File: src/rtl/bcd_scan_display.sv
// bcd_scan_display
// Time-multiplexed 7-segment driver for a chain of BCD counter digits.
// A prescaler holds each digit for PRESCALE clocks. A two-state scan FSM
// steps through the digits. A frame snapshot of digits/dp_in is reloaded
// only on IDLE->SCAN or when the frame wraps, so the display never tears
// while the counters change mid-frame.
//
// Optional build macro: BCD_SCAN_LZB_EN enables leading-zero blanking,
// which is evaluated on the snapshot.
//
// Ports:
//   clk        system clock, rising edge
//   rst        synchronous active-high reset
//   en         scan enable; 0 blanks the display
//   digits     packed BCD, digit k at [4k+3:4k], digit 0 least significant
//   dp_in      per-digit decimal point, active-high
//   seg        segments {g,f,e,d,c,b,a}, active-high, registered
//   dp         decimal point of the active digit, registered
//   an         one-hot digit select, active-high, registered
//   frame_done one-cycle pulse when the last digit's hold period ends
module bcd_scan_display #(
    parameter int unsigned NUM_DIG  = 4,
    parameter int unsigned PRESCALE = 1000,
    parameter int unsigned CW       = 10
) (
    input  logic                   clk,
    input  logic                   rst,
    input  logic                   en,
    input  logic [4*NUM_DIG-1:0]   digits,
    input  logic [NUM_DIG-1:0]     dp_in,
    output logic [6:0]             seg,
    output logic                   dp,
    output logic [NUM_DIG-1:0]     an,
    output logic                   frame_done
);

    localparam int unsigned IW = (NUM_DIG > 1) ? $clog2(NUM_DIG) : 1;

    typedef enum logic {IDLE, SCAN} state_t;

    state_t               r_state, w_state_nxt;
    logic [CW-1:0]        r_cnt, w_cnt_nxt;
    logic [IW-1:0]        r_idx, w_idx_nxt;
    logic [4*NUM_DIG-1:0] r_snap;
    logic [NUM_DIG-1:0]   r_snap_dp;
    logic                 w_load;
    logic                 w_wrap;
    logic [3:0]           w_dig;
    logic                 w_dp_sel;
    logic                 w_blank_sel;
    logic [6:0]           w_seg_dec;

    function automatic logic [6:0] bcd_to_seg(input logic [3:0] d);
        case (d)
            4'd0:    bcd_to_seg = 7'h3F;
            4'd1:    bcd_to_seg = 7'h06;
            4'd2:    bcd_to_seg = 7'h5B;
            4'd3:    bcd_to_seg = 7'h4F;
            4'd4:    bcd_to_seg = 7'h66;
            4'd5:    bcd_to_seg = 7'h6D;
            4'd6:    bcd_to_seg = 7'h7D;
            4'd7:    bcd_to_seg = 7'h07;
            4'd8:    bcd_to_seg = 7'h7F;
            4'd9:    bcd_to_seg = 7'h6F;
            default: bcd_to_seg = 7'h40;  // non-BCD code shows "-"
        endcase
    endfunction

    // Next-state logic for the scan FSM, prescaler and digit index
    always_comb begin
        w_state_nxt = r_state;
        w_cnt_nxt   = r_cnt;
        w_idx_nxt   = r_idx;
        w_load      = 1'b0;
        w_wrap      = 1'b0;
        case (r_state)
            IDLE: begin
                if (en) begin
                    w_state_nxt = SCAN;
                    w_cnt_nxt   = '0;
                    w_idx_nxt   = '0;
                    w_load      = 1'b1;
                end
            end
            SCAN: begin
                if (!en) begin
                    w_state_nxt = IDLE;
                    w_cnt_nxt   = '0;
                    w_idx_nxt   = '0;
                end else if (r_cnt == CW'(PRESCALE - 1)) begin
                    w_cnt_nxt = '0;
                    if (r_idx == IW'(NUM_DIG - 1)) begin
                        w_idx_nxt = '0;
                        w_wrap    = 1'b1;
                        w_load    = 1'b1;
                    end else begin
                        w_idx_nxt = r_idx + 1'b1;
                    end
                end else begin
                    w_cnt_nxt = r_cnt + 1'b1;
                end
            end
            default: w_state_nxt = IDLE;
        endcase
    end

`ifdef BCD_SCAN_LZB_EN
    // w_blank[k] is set when snapshot digit k and every digit above it is 0.
    // Digit 0 is never blanked; invalid codes count as non-zero.
    logic [NUM_DIG-1:0] w_blank;
    always_comb begin
        logic hi_zero;
        w_blank = '0;
        hi_zero = 1'b1;
        for (int unsigned j = 0; j < NUM_DIG - 1; j++) begin
            hi_zero = hi_zero & (r_snap[4*(NUM_DIG-1-j) +: 4] == 4'd0);
            w_blank[NUM_DIG-1-j] = hi_zero;
        end
    end
`endif

    // Select the active digit from the snapshot
    always_comb begin
        w_dig       = '0;
        w_dp_sel    = 1'b0;
        w_blank_sel = 1'b0;
        for (int unsigned k = 0; k < NUM_DIG; k++) begin
            if (r_idx == IW'(k)) begin
                w_dig    = r_snap[4*k +: 4];
                w_dp_sel = r_snap_dp[k];
`ifdef BCD_SCAN_LZB_EN
                w_blank_sel = w_blank[k];
`endif
            end
        end
        w_seg_dec = w_blank_sel ? 7'h00 : bcd_to_seg(w_dig);
    end

    // Output registers follow the current (pre-edge) state, one cycle behind
    always_ff @(posedge clk) begin
        if (rst) begin
            r_state    <= IDLE;
            r_cnt      <= '0;
            r_idx      <= '0;
            r_snap     <= '0;
            r_snap_dp  <= '0;
            seg        <= '0;
            dp         <= 1'b0;
            an         <= '0;
            frame_done <= 1'b0;
        end else begin
            r_state    <= w_state_nxt;
            r_cnt      <= w_cnt_nxt;
            r_idx      <= w_idx_nxt;
            frame_done <= w_wrap;
            if (w_load) begin
                r_snap    <= digits;
                r_snap_dp <= dp_in;
            end
            if (r_state == SCAN) begin
                an  <= NUM_DIG'(1) << r_idx;
                seg <= w_seg_dec;
                dp  <= w_dp_sel;
            end else begin
                an  <= '0;
                seg <= '0;
                dp  <= 1'b0;
            end
        end
    end

endmodule

File: config.mk
export PLATFORM = sky130hd
export DESIGN_NAME = bcd_scan_display
export DESIGN_NICKNAME = d
export VERILOG_FILES = /design/src/rtl/bcd_scan_display.sv
export SDC_FILE = /design/constraint.sdc
export NUM_CORES = 1
export LEC_CHECK = 0
export ABC_AREA = 1
export BUFFER_PORTS_ARGS = -buffer_cell sky130_fd_sc_hd__buf_2
export CORE_MARGIN = 2
export CORE_UTILIZATION = 35
export CTS_CLUSTER_SIZE = 8
export DETAILED_ROUTE_END_ITERATION = 10
export GPL_TIMING_DRIVEN = 0
export HOLD_SLACK_MARGIN = 0.02
export PLACE_DENSITY = 0.62
export SLEW_MARGIN = 20
export SYNTH_ARGS = -nofsm -noshare
export SYNTH_HDL_FRONTEND = slang
export SYNTH_SLANG_ARGS = --single-unit
File: constraint.sdc
create_clock -name clk -period 2.2 [get_ports clk]
set_clock_uncertainty 0.1 [all_clocks]
set_input_delay 0.22 -clock clk [delete_from_list [all_inputs] [get_ports clk]]
set_output_delay 0.22 -clock clk [all_outputs]
set_load 0.03 [all_outputs]
==> results list, run 1 <==
- Highest achievable clock rate: 503 MHz
- In the synthesized netlist the dominant register cell turns out to be dfxtp_1.
- After detailed routing, the average wire length per cell comes to 11.5 um.
* Clock transition at path regs: 80 ps
- The initial utilization of the core area, before any placement, comes to 0.362.
- Worst hold margin: 117 ps
- CTS tree: yes
* Share of flip-flops with an asynchronous set or reset after synthesis: 0
- Height of the die: 84.8 um
- Setup TNS: 0 ps
* Net count after synthesis: 353
- Leading cell type in the layout, fill and taps excluded: nand2_1
* Vias in the first global route: 1963
* Via density per instance: 4.87
- Buffers placed on the I/O ports in this run total 33.
- The worst path needs 1990 ps of the cycle, external delays included.
- Slew Limit Fails: 0
* Cell type contributing the most total cell area after synthesis: dfxtp_1
- Fraction of synthesized cell area taken by the top area cell type: 0.403
- For the worst-skew pair, the clock arrives at the later sink with an insertion delay of 290 ps.
* Setup repair after global routing missed its margin: false
* Critical Path, Cell by Cell: inv_1, ha_2, inv_2, nand2_1, nand3_1, nand2_1, nand2_2, inv_1, ha_1, nand3_1, nand3_1, nor2_1, nor2_1
* Root buffer cell: clkbuf_8
- After floorplanning, the core was sized to cover 6310 sq um.
- For this block, the initial DRC count from the detailed router was 91.
- Cell count after synthesis: 322
- Avg Synthesized Cell Area: 7.09 sq um
- Die area: 7190 sq um
- The floorplan step set the die width to 84.8 um.
- Yosys mapped the design onto 26 distinct sky130hd cell types.
- Sink count of the clock tree: 46
- During synthesis, Yosys emitted a total of 0 warnings.
- Entering global routing, the biggest net connects 13 pins.
- Of the synthesized area, sequential elements account for 0.403.
- Detailed-route wire length: 5050 um
- Max_slew headroom: 0.674
- The initial antenna violation count was 0.
- Type of the most critical hold path: in -> reg
- Dividing total power by cell area gives a power density of 618 nW/um^2.
- Yosys mapped a number of flops with a built-in enable equal to 0.
- The cell that appears most often on the critical path is nand3_1.
- After detailed placement, the design holds a cell count of 432.
- Reported max-cap violation count: 0
- Buffers inserted to repair hold after CTS numbered 0.
- Global-route usage over all layers: 0.147
* Reg-to-reg critical path startpoint: r_idx[1]
- WHS Endpoint: r_idx[1]
* Nature of the critical path startpoint: flop
- Synthesized flop and latch total: 46
- Hold Violations, Final: 0
- The worst hold path begins at rst.
- Data on the critical path arrives at its endpoint at 2090 ps.
- The first global-routing pass estimated 8650 um of wire.
- Leading post-synthesis cells by cell area: dfxtp_1 40%, nand2_1 13%, a21oi_1 9.2%
- Area growth from synthesis to final layout: 16.1%
* Final Setup Violations: 0
* Peak ir drop on the vdd network: 0.360 mV
* Number of nets in the layout: 393
- The finished layout holds 439 standard cells, fillers aside.
* Leakage Power: 1.18 nW
* Post-route core utilization: 0.420
- Top library cells by usage in the layout, fill and taps aside: 77 x nand2_1, 44 x dfxtp_1, 41 x a21oi_1
- 0 antenna diodes ended up in the layout.
- Crit-path slowest cell: dfxtp_2
- At the pin with the least slew margin, the transition time is 484 ps.
* Worst EP required: 2300 ps
- After synthesis the cells add up to 2280 sq um.
- Maximum level of the CTS H-tree: 2
- Measured in cells, the most critical reg-to-reg path has a length of 13.
- Period utilisation layout: 0.903
- FP Rows: 29
- Final global-route overflow total: 0
* Drt first pass iters: 4
* Endpoint of the worst register-to-register path: seg[3]
- STA classifies the critical path endpoint as a flop.
- Critical Path Fanout Max: 6
- The flow ran to the end, and the final reports show no timing, DRC or antenna violations.
* Post-detailed-placement half-perimeter wirelength: 3790 um
- TritonCTS created 5 clock buffers.
- RD Place Congestion: 0.837
- Number of buffers on the longest clock path: 2
- In this design, the stage delay of the slowest critical-path cell is 390 ps.
- 36 I/O pins were placed.
* Hold Crit Depth: 2
- Summing over every cut layer, the via total after detailed routing is 2138.
- Class of the most critical setup path: reg -> reg
- In the final layout, the share of cells above drive strength 1 is 0.177.
- Once detail routing completed, the nets flagged for antenna violations numbered 0.
* Reg-to-reg setup timing slack: 210 ps
* DRC violations left: 0
synthesized netlist by cell type, drive strengths merged, types with 2 or more instances:
cell and count:
buf 8, a21oi 44, ha 8, clkinv 2
nor2 35, dfxtp 46, o21ai 10, inv 28
nand2 81, nand3 22, clkbuf 4, nand3b 20
or2 2, nor3 8, nand4 3
power breakdown:
group / internal [W] / switching [W] / leakage [nW]
logic: 0.0000989 / 0.000162 / 0.764
clock network: 0.000219 / 0.000266 / 0.0383
registers: 0.000870 / 0.0000201 / 0.378
metrics by stage:
stage               instance area [sq um]  total power [W]  setup slack [ps]
finish                               2650          0.00164               214
CTS                                  2630          0.00165              7.29
floorplan                            2280          0.00110               232
global route                         2650          0.00173              18.6
detailed placement                   2540          0.00117             -96.2
global placement                     2540          0.00116             -65.0
flip-flops by register name, summed over array words and instances, names as in the netlist:
register / cells
dp: 1
frame_done: 1
r_state: 1
r_cnt: 10
r_snap: 16
seg: 7
an: 4
r_snap_dp: 4
r_idx: 2
area by class of cell:
| cell class | count | area (sq um) |
|---|---|---|
| fillers | 674 | 3660 |
| multi-input cells | 234 | 1210 |
| flip-flops and latches | 46 | 923 |
| repair buffers | 33 | 165 |
| inverters | 30 | 113 |
| well taps | 77 | 96.3 |
| clock buffers | 7 | 76.3 |
| plain buffers | 12 | 62.6 |
critical path, delay by kind of cell, from the launching register on:
family | cells | cell delay (ps)
flops | 1 | 390
fa+ha+maj | 2 | 510
simple gates | 8 | 630
buf+inv | 3 | 260
worst max path at each step:
stage / from / end / slack (ps) / cells past startpoint
floorplan: r_idx[0] / seg[3] / 230 / 10
global placement: r_idx[0] / seg[3] / -60 / 10
detailed placement: r_idx[0] / seg[3] / -100 / 10
CTS: r_idx[0] / seg[3] / 7 / 12
global route: r_idx[1] / seg[3] / 20 / 13
finish: r_idx[1] / seg[3] / 210 / 13
logic make-up after synthesis:
logic type                 after synthesis  share of synthesized area
DFF                                     46                      0.403
buffers and inverters                   42                     0.0767
adders and majority gates                8                     0.0438
and+or+nand+nor                        171                      0.348
AOI/OAI and AO/OA                       55                      0.128
routing by layer:
| metal | vias to the layer above | GRT usage | wire, um |
|---|---|---|---|
| li1 | 1127 | - | - |
| met1 | 970 | 0.196 | 2500 |
| met2 | 36 | 0.237 | 2280 |
| met3 | 5 | 0.0374 | 233 |
| met4 | 0 | 0.0375 | 36 |
| met5 | - | 0 | 0 |
timing repair:
item | CTS | global route
pin swaps | 0 | 1
setup buffers | 0 | 0
resized for setup | 2 | 8
endpoints found under the setup margin | 3 | 5
Power figures use the tool's default switching activity.
==> run 2: changes to the inputs <==
Settings changed: CORE_ASPECT_RATIO from default to 1.4.
==> run 2 against run 1 <==
  * Setup slack improved by 13 ps
  * Sequential power barely moved
  * Sequential cell count did not move
  * Critical path depth did not move
  * First-iteration DRC count rose by 11%
  * Utilization rose by 1.5 points
  * Via count rose by 2.8%
  * Combinational power rose by 2%
  * Die area rose by 0.13%
  * Global-route usage rose by 0.071 points
  * Count of clock-buffer cells in the layout fell by 1
  * Fmax rose by 0.64%
  * Largest cell class unchanged
==> results list, run 2 (synthesis results as in run 1) <==
- Result of the run: finished, final reports clean
- In the final layout, the share of cells above drive strength 1 is 0.187.
- Once layout is complete, the cells apart from fillers number 436.
* Vias post-DR: 2198
* Top register by number of flip-flops: r_snap
- Overall die width: 72.3 um
* Vias in the first global route: 1971
- CTS placed an instance of clkbuf_8 at the clock tree root.
- In this run the register-to-register setup slack is 230 ps.
- Count of antenna diodes in the layout: 0
- Leaving out fill and tap cells, the most frequent cells in the layout are 77 x nand2_1, 44 x dfxtp_1, 41 x a21oi_1.
- DRC violations left: 0
* Detailed-route wire length: 5220 um
* Initial cell density of the core: 0.365
* Slew Limit Fails: 0
- In this run the number of H-tree levels came out at 2.
- Final setup slack of the worst path: 226 ps
- The register with the most flip-flops in the layout has 16 of them.
- In this run the static leakage power is 1.21 nW.
- Final global-route overflow total: 0
- Initial antenna violation count: 0
* Hold Violations, Final: 0
- Max_slew headroom: 0.660
* Period utilisation layout: 0.897
* WHS Endpoint: r_idx[1]
- The number of hold buffers added after CTS was 0.
- Die area: 7200 sq um
- Final Setup Violations: 0
- 1st-iter DRT viols: 101
- Clock tree synthesis found a total of 46 sinks.
* DP Worst Slack: -135 ps
* First-pass GRT wire length: 8380 um
- Post-route core utilization: 0.435
- Measured along the y axis, the die boundary spans 99.6 um.
- In the final design database the tool counted 395 nets.
- Insertion delay of the later-clocked pin in the worst-skew pair: 300 ps
* FP Rows: 34
- The core region is 6250 sq um.
- IR analysis of the VDD net gives a maximum drop of 0.360 mV.
* Largest net degree at the start of global routing: 14
- Nature of the critical path startpoint: flop
* Crit. End Element: flop
- Type of the most critical hold path: in -> reg
- Number of buffers on the longest clock path: 2
- For this run, the detailed router's first-pass iteration total came to 4.
* Number of top-level pins: 36
* Total instance count after detailed placement: 427
- Endpoint of the worst register-to-register path: seg[3]
* Reg-to-reg critical path startpoint: r_idx[1]
* Via density per instance: 5.04
- Period minus WS final: 1970 ps
- Timing would allow up to 507 MHz.
- Endpoint arrival time on the critical path: 2080 ps
- Detailed placement finished with a half-perimeter wire length of 3900 um.
- The worst register-to-register path has a depth of 13.
- STA puts the critical path data required time at 2310 ps.
* Source of the worst hold timing path: rst
* Clock transition at path regs: 80 ps
- Clock tree synthesis inserted a total of 5 buffers.
* Reported max-cap violation count: 0
* Pin slew with the least headroom to its limit: 509 ps
* Routed wirelength normalized by instance count: 12.0 um
* CTS tree: yes
- The congestion estimate from routability-driven global placement came to 0.874.
- Counting the fill cells in the layout gives 648.
- For this run, the total global-route usage over all layers was measured as 0.147.
- Once detail routing completed, the nets flagged for antenna violations numbered 0.
- Registers with the most flip-flops: r_snap: 16 flops, r_cnt: 10 flops, seg: 7 flops
- PwrDens: 660 nW/um^2
* Port Buf Inserts: 33
* Class of the most critical setup path: reg -> reg
- Area growth from synthesis to final layout: 19.2%
- Of all nets on the critical path, the largest fanout is 6.
* Leading cell type in the layout, fill and taps excluded: nand2_1
- Hold Crit Depth: 2
## run 2: cell types whose count changed in the layout (fill, tap and decap cells not counted), sizes merged
cell / change
bufinv: +1
buf: +2
inv: -1
clkbuf: -1
clkinvlp: +1
## run 2: how the worst max path moves through the flow
| stage | startpoint | endpoint | slack, ps | cells past startpoint |
|---|---|---|---|---|
| floorplan | r_idx[0] | seg[3] | 230 | 10 |
| global placement | r_idx[0] | seg[3] | -130 | 10 |
| detailed placement | r_idx[0] | seg[3] | -140 | 10 |
| CTS | r_idx[1] | seg[3] | 9 | 13 |
| global route | r_idx[0] | seg[3] | -2 | 13 |
| finish | r_idx[1] | seg[3] | 230 | 13 |
## run 2: timing repair
action	4_1_cts	5_1_grt
setup buffers	0	2
pin swaps	1	1
cloned	0	0
resized for setup	2	12
endpoints found under the setup margin	5	4
## run 2: per-layer routing
layer,track usage,share of wire,up-vias
met2,0.278,0.53,41
met3,0.0334,0.040,7
met5,0,0,-
met1,0.156,0.42,1017
met4,0.0508,0.014,0
li1,-,-,1133
## run 2: worst max-delay path: stages (launching register included)
cell     delay, ps
dfxtp_4        390
inv_1          130
ha_4           220
inv_2           80
nand2_1         50
nand3_1         80
nand2_1         90
nand2_2        110
inv_1           60
ha_1           290
nand3_1         80
nand3_1         70
nor2_1          90
nor2_1          40
## run 2: through the flow
stage               hold WS (ps)  setup TNS [ps]  power [W]  instance area, sq um
detailed placement           366            -188    0.00117                  2540
floorplan                    338               0    0.00110                  2280
global placement             357            -141    0.00116                  2540
finish                       107               0    0.00179                  2720
global route                 124           -1.94    0.00188                  2720
CTS                          111               0    0.00181                  2660
## run 2: power by group
group	switching (W)	leakage, nW	internal, W	total, W
Combinational	0.000166	0.777	0.000102	0.000267
Sequential	0.0000185	0.378	0.000868	0.000887
Clock	0.000277	0.0573	0.000364	0.000641
Total	0.000461	1.21	0.00133	0.00179
## run 2: area by class of cell
cell class | instances | area (sq um) | area share
Inverter | 30 | 116 | 0.0428
Clock inverter | 1 | 30.0 | 0.0110
Sequential cell | 46 | 928 | 0.341
Clock buffer | 6 | 82.6 | 0.0303
Tap cell | 72 | 90.1 | 0.0331
Multi-Input combinational cell | 234 | 1230 | 0.452
Buffer | 12 | 62.6 | 0.0230
Timing Repair Buffer | 35 | 180 | 0.0662
==> run 3: changes to the inputs <==
Settings changed: ABC_AREA 1 to default, CAP_MARGIN from default to 20.
==> run 3 against run 2 <==
  * Sequential power decreased by 1%
  * Combinational power decreased by 33%
  * Cell count decreased by 15%
  * Utilization increased by 0.11 points
  * Register-to-register slack got worse by 120 ps
  * Hold slack got worse by 47 ps
  * Critical path type unchanged
  * Largest power group unchanged
  * Highest routed layer unchanged
==> results list, run 3 <==
* Port Buf Inserts: 34
- The hold violation count in the final report came to 0.
- Area growth from synthesis to final layout: 21.9%
- In the layout the commonest cells are 42 x dfxtp_1, 36 x buf_2, 31 x a21oi_1.
* Worst EP required: 2300 ps
- Post-detailed-placement half-perimeter wirelength: 3920 um
- Synthesized flop and latch total: 46
- Global-route track usage on met2: 0.298
- Dividing total power by cell area gives a power density of 622 nW/um^2.
- For met3 alone, demand over resource in global routing was 0.0248.
- The internal power of the cells totals 0.00127 W.
* TritonCTS buffer count: 5
* Portion of total power attributed to sequential cells: 0.522
- Leakage Power: 1.04 nW
- The initial antenna violation count is 0.
* Height of the die: 98.0 um
* Peak ir drop on the vdd network: 0.268 mV
- List of most frequent post-synthesis cells: 46 x dfxtp_1, 31 x a21oi_1, 27 x nand3_1
- The run finished with clean final reports.
- DRC violations left: 0
- The largest single stage delay on the critical path is 380 ps.
- Leading post-synthesis cells by cell area: dfxtp_1 42%, a21oi_1 7.0%, nand3_1 6.1%
* Count of warnings emitted by yosys: 0
* Registers with the most flip-flops: r_snap: 16 flops, r_cnt: 10 flops, seg: 7 flops
* Number of top-level pins: 36
* Placement Cell Area: 2470 sq um
- Root buffer cell: clkbuf_8
* Cell type contributing the most total cell area after synthesis: dfxtp_1
- The first routing iteration left 76 violations.
- CTS tree: yes
- Cell Area, Synth: 2210 sq um
* Count of antenna diodes in the layout: 0
- The finished cells cover 2690 sq um.
- Clock latency on the worst-skew pair, taken at its later pin, is 300 ps.
* Critical Path Fanout Max: 10
- Share of total power in the clock network: 0.372
* Routed wirelength normalized by instance count: 14.7 um
- GR Util met1: 0.179
* Critical Path, Cell by Cell: inv_2, ha_4, nand3b_1, a211o_1, buf_4, and4b_2, a2111oi_2
- Vias in the first global route: 1897
* RD Place Congestion: 0.879
- FP Rows: 34
* Net switching share of the total power: 0.242
- Portion of total power attributed to combinational logic: 0.106
- Count of non-filler cells in the finished layout: 371
- Distinct cell type count of the synthesized netlist: 49
* Switching component of the power: 0.000406 W
- Class of the most critical setup path: reg -> reg
- The max-slew violation count is 0.
- Die area: 6970 sq um
* Net count after synthesis: 285
* Type of the most critical hold path: in -> reg
- Core Area: 6170 sq um
- The register with the most flip-flops in the layout has 16 of them.
- Dividing the detail-routed via count by the number of cells gives 5.43.
* Fraction of synthesized cell area taken by the top area cell type: 0.417
- The longest clock path from root to sink contains 2 buffers.
- Most frequent cell after synthesis: dfxtp_1
- After synthesis, the share of flip-flops with an asynchronous set or reset is 0.
- Most Used Layer, Global Route: met2
- For this run, the register share of the synthesized area comes to 0.417.
- Sink count of the clock tree: 46
* Avg Synthesized Cell Area: 8.69 sq um
- CTS Hold Buffers Added: 0
- Overall die width: 71.1 um
* Period minus WS final: 2090 ps
- Primary FF master, synth: dfxtp_1
- Entering global routing, the biggest net connects 14 pins.
* First-pass GRT wire length: 8870 um
- The first detailed-routing pass ran for 4 iterations.
- Clock-pin slew was measured on the worst setup and hold paths at 90 ps.
- Highest achievable clock rate: 478 MHz
- Across every metal layer, demand over resource in global routing totals 0.160.
- STA classifies the critical path startpoint as a flop.
- Total power of the final layout: 0.00168 W
* Final global-route overflow total: 0
- Share of post-route cells with drive strength above 1: 0.251
- Detailed-route wire length: 5450 um
- Leaving out fill and tap cells, the most frequent cell in the layout is dfxtp_1.
- Initial cell density of the core: 0.358
- Crit-path slowest cell: dfxtp_4
* Number of nets in the layout: 329
- Data arrives at the worst endpoint at 2200 ps.
- Pin slew with the least headroom to its limit: 663 ps
* Crit. End Element: flop
- Antenna Violating Nets Remaining: 0
- The cell count after synthesis came out at 254.
- Max_slew headroom: 0.556
- Setup repair after global routing could not meet its margin everywhere.
- Worst hold margin: 59.5 ps
* Reported max-cap violation count: 0
* Vias post-DR: 2016
- Top register by number of flip-flops: r_snap
* Final Setup Violations: 0
* Maximum level of the CTS H-tree: 2
- Count of flip-flops with a built-in enable after synthesis: 0
- Period utilisation layout: 0.951
- After detailed placement, the design holds a cell count of 360.
run 3: timing repair:
| action | CTS | global route |
|---|---|---|
| resized for setup | 7 | 15 |
| gates cloned | 0 | 1 |
| buffers inserted | 3 | 2 |
| setup endpoints to repair | 6 | 21 |
| pin swaps | 3 | 3 |
run 3: path summary, 6_finish.rpt:
path                            cells after the start      endpoint  slack, ps          from
worst min register to register                      2  r_snap_dp[0]        380  r_snap_dp[0]
worst max register to register                      7        seg[3]        110      r_idx[1]
worst max-delay path                                7        seg[3]        110      r_idx[1]
worst min-delay path                                3    r_snap[11]         60    digits[11]
run 3: area by class of cell:
class                   instances  area [sq um]
repair buffers                 40           233
clock inverters                 1          30.0
well taps                      72          90.1
fillers                       622          3480
plain buffers                  17          88.8
inverters                      10          37.5
flip-flops and latches         46           931
clock buffers                   7          76.3
multi-input cells             178          1200
run 3: power groups by stage:
stage | combinational [W] | clock (W) | sequential (W)
4_1_cts | 0.000175 | 0.000639 | 0.000875
3_3_place_gp | 0.000168 | 0 | 0.000895
6_report | 0.000178 | 0.000623 | 0.000874
2_1_floorplan | 0.000104 | 0 | 0.000904
5_1_grt | 0.000198 | 0.000667 | 0.000878
3_5_place_dp | 0.000171 | 0 | 0.000896
run 3: per-stage QoR:
step            util  TNS (ps)  worst slack (ps)
3_3_place_gp   0.400     -1040              -297
6_report       0.436         0               107
2_1_floorplan      -         0              10.0
3_5_place_dp   0.400     -1090              -299
4_1_cts        0.424         0              4.43
5_1_grt        0.436     -14.1             -14.1
run 3: worst max-delay path, delay by kind of cell, from the launching register on:
kind	cells	cell delay, ps
compound gates	2	670
fa+ha+maj	1	190
flops	1	380
buf+inv	2	250
simple gates	2	400
run 3: cell families (layout without fill, tap and decap cells):
family	count (synthesis)	in the layout	synth area share
AOI/OAI and AO/OA	88	88	0.257
xor gates and xnor gates	2	2	0.00793
adders and majority gates	8	8	0.0453
buffers and inverters	30	75	0.0657
DFF	46	46	0.417
muxes	1	1	0.00680
and+or+nand+nor	79	79	0.200
run 3: routing by layer:
metal	wire length (um)	share of wire
met3	197	0.036
met1	2240	0.41
met5	0	0
met4	104	0.019
met2	2910	0.53
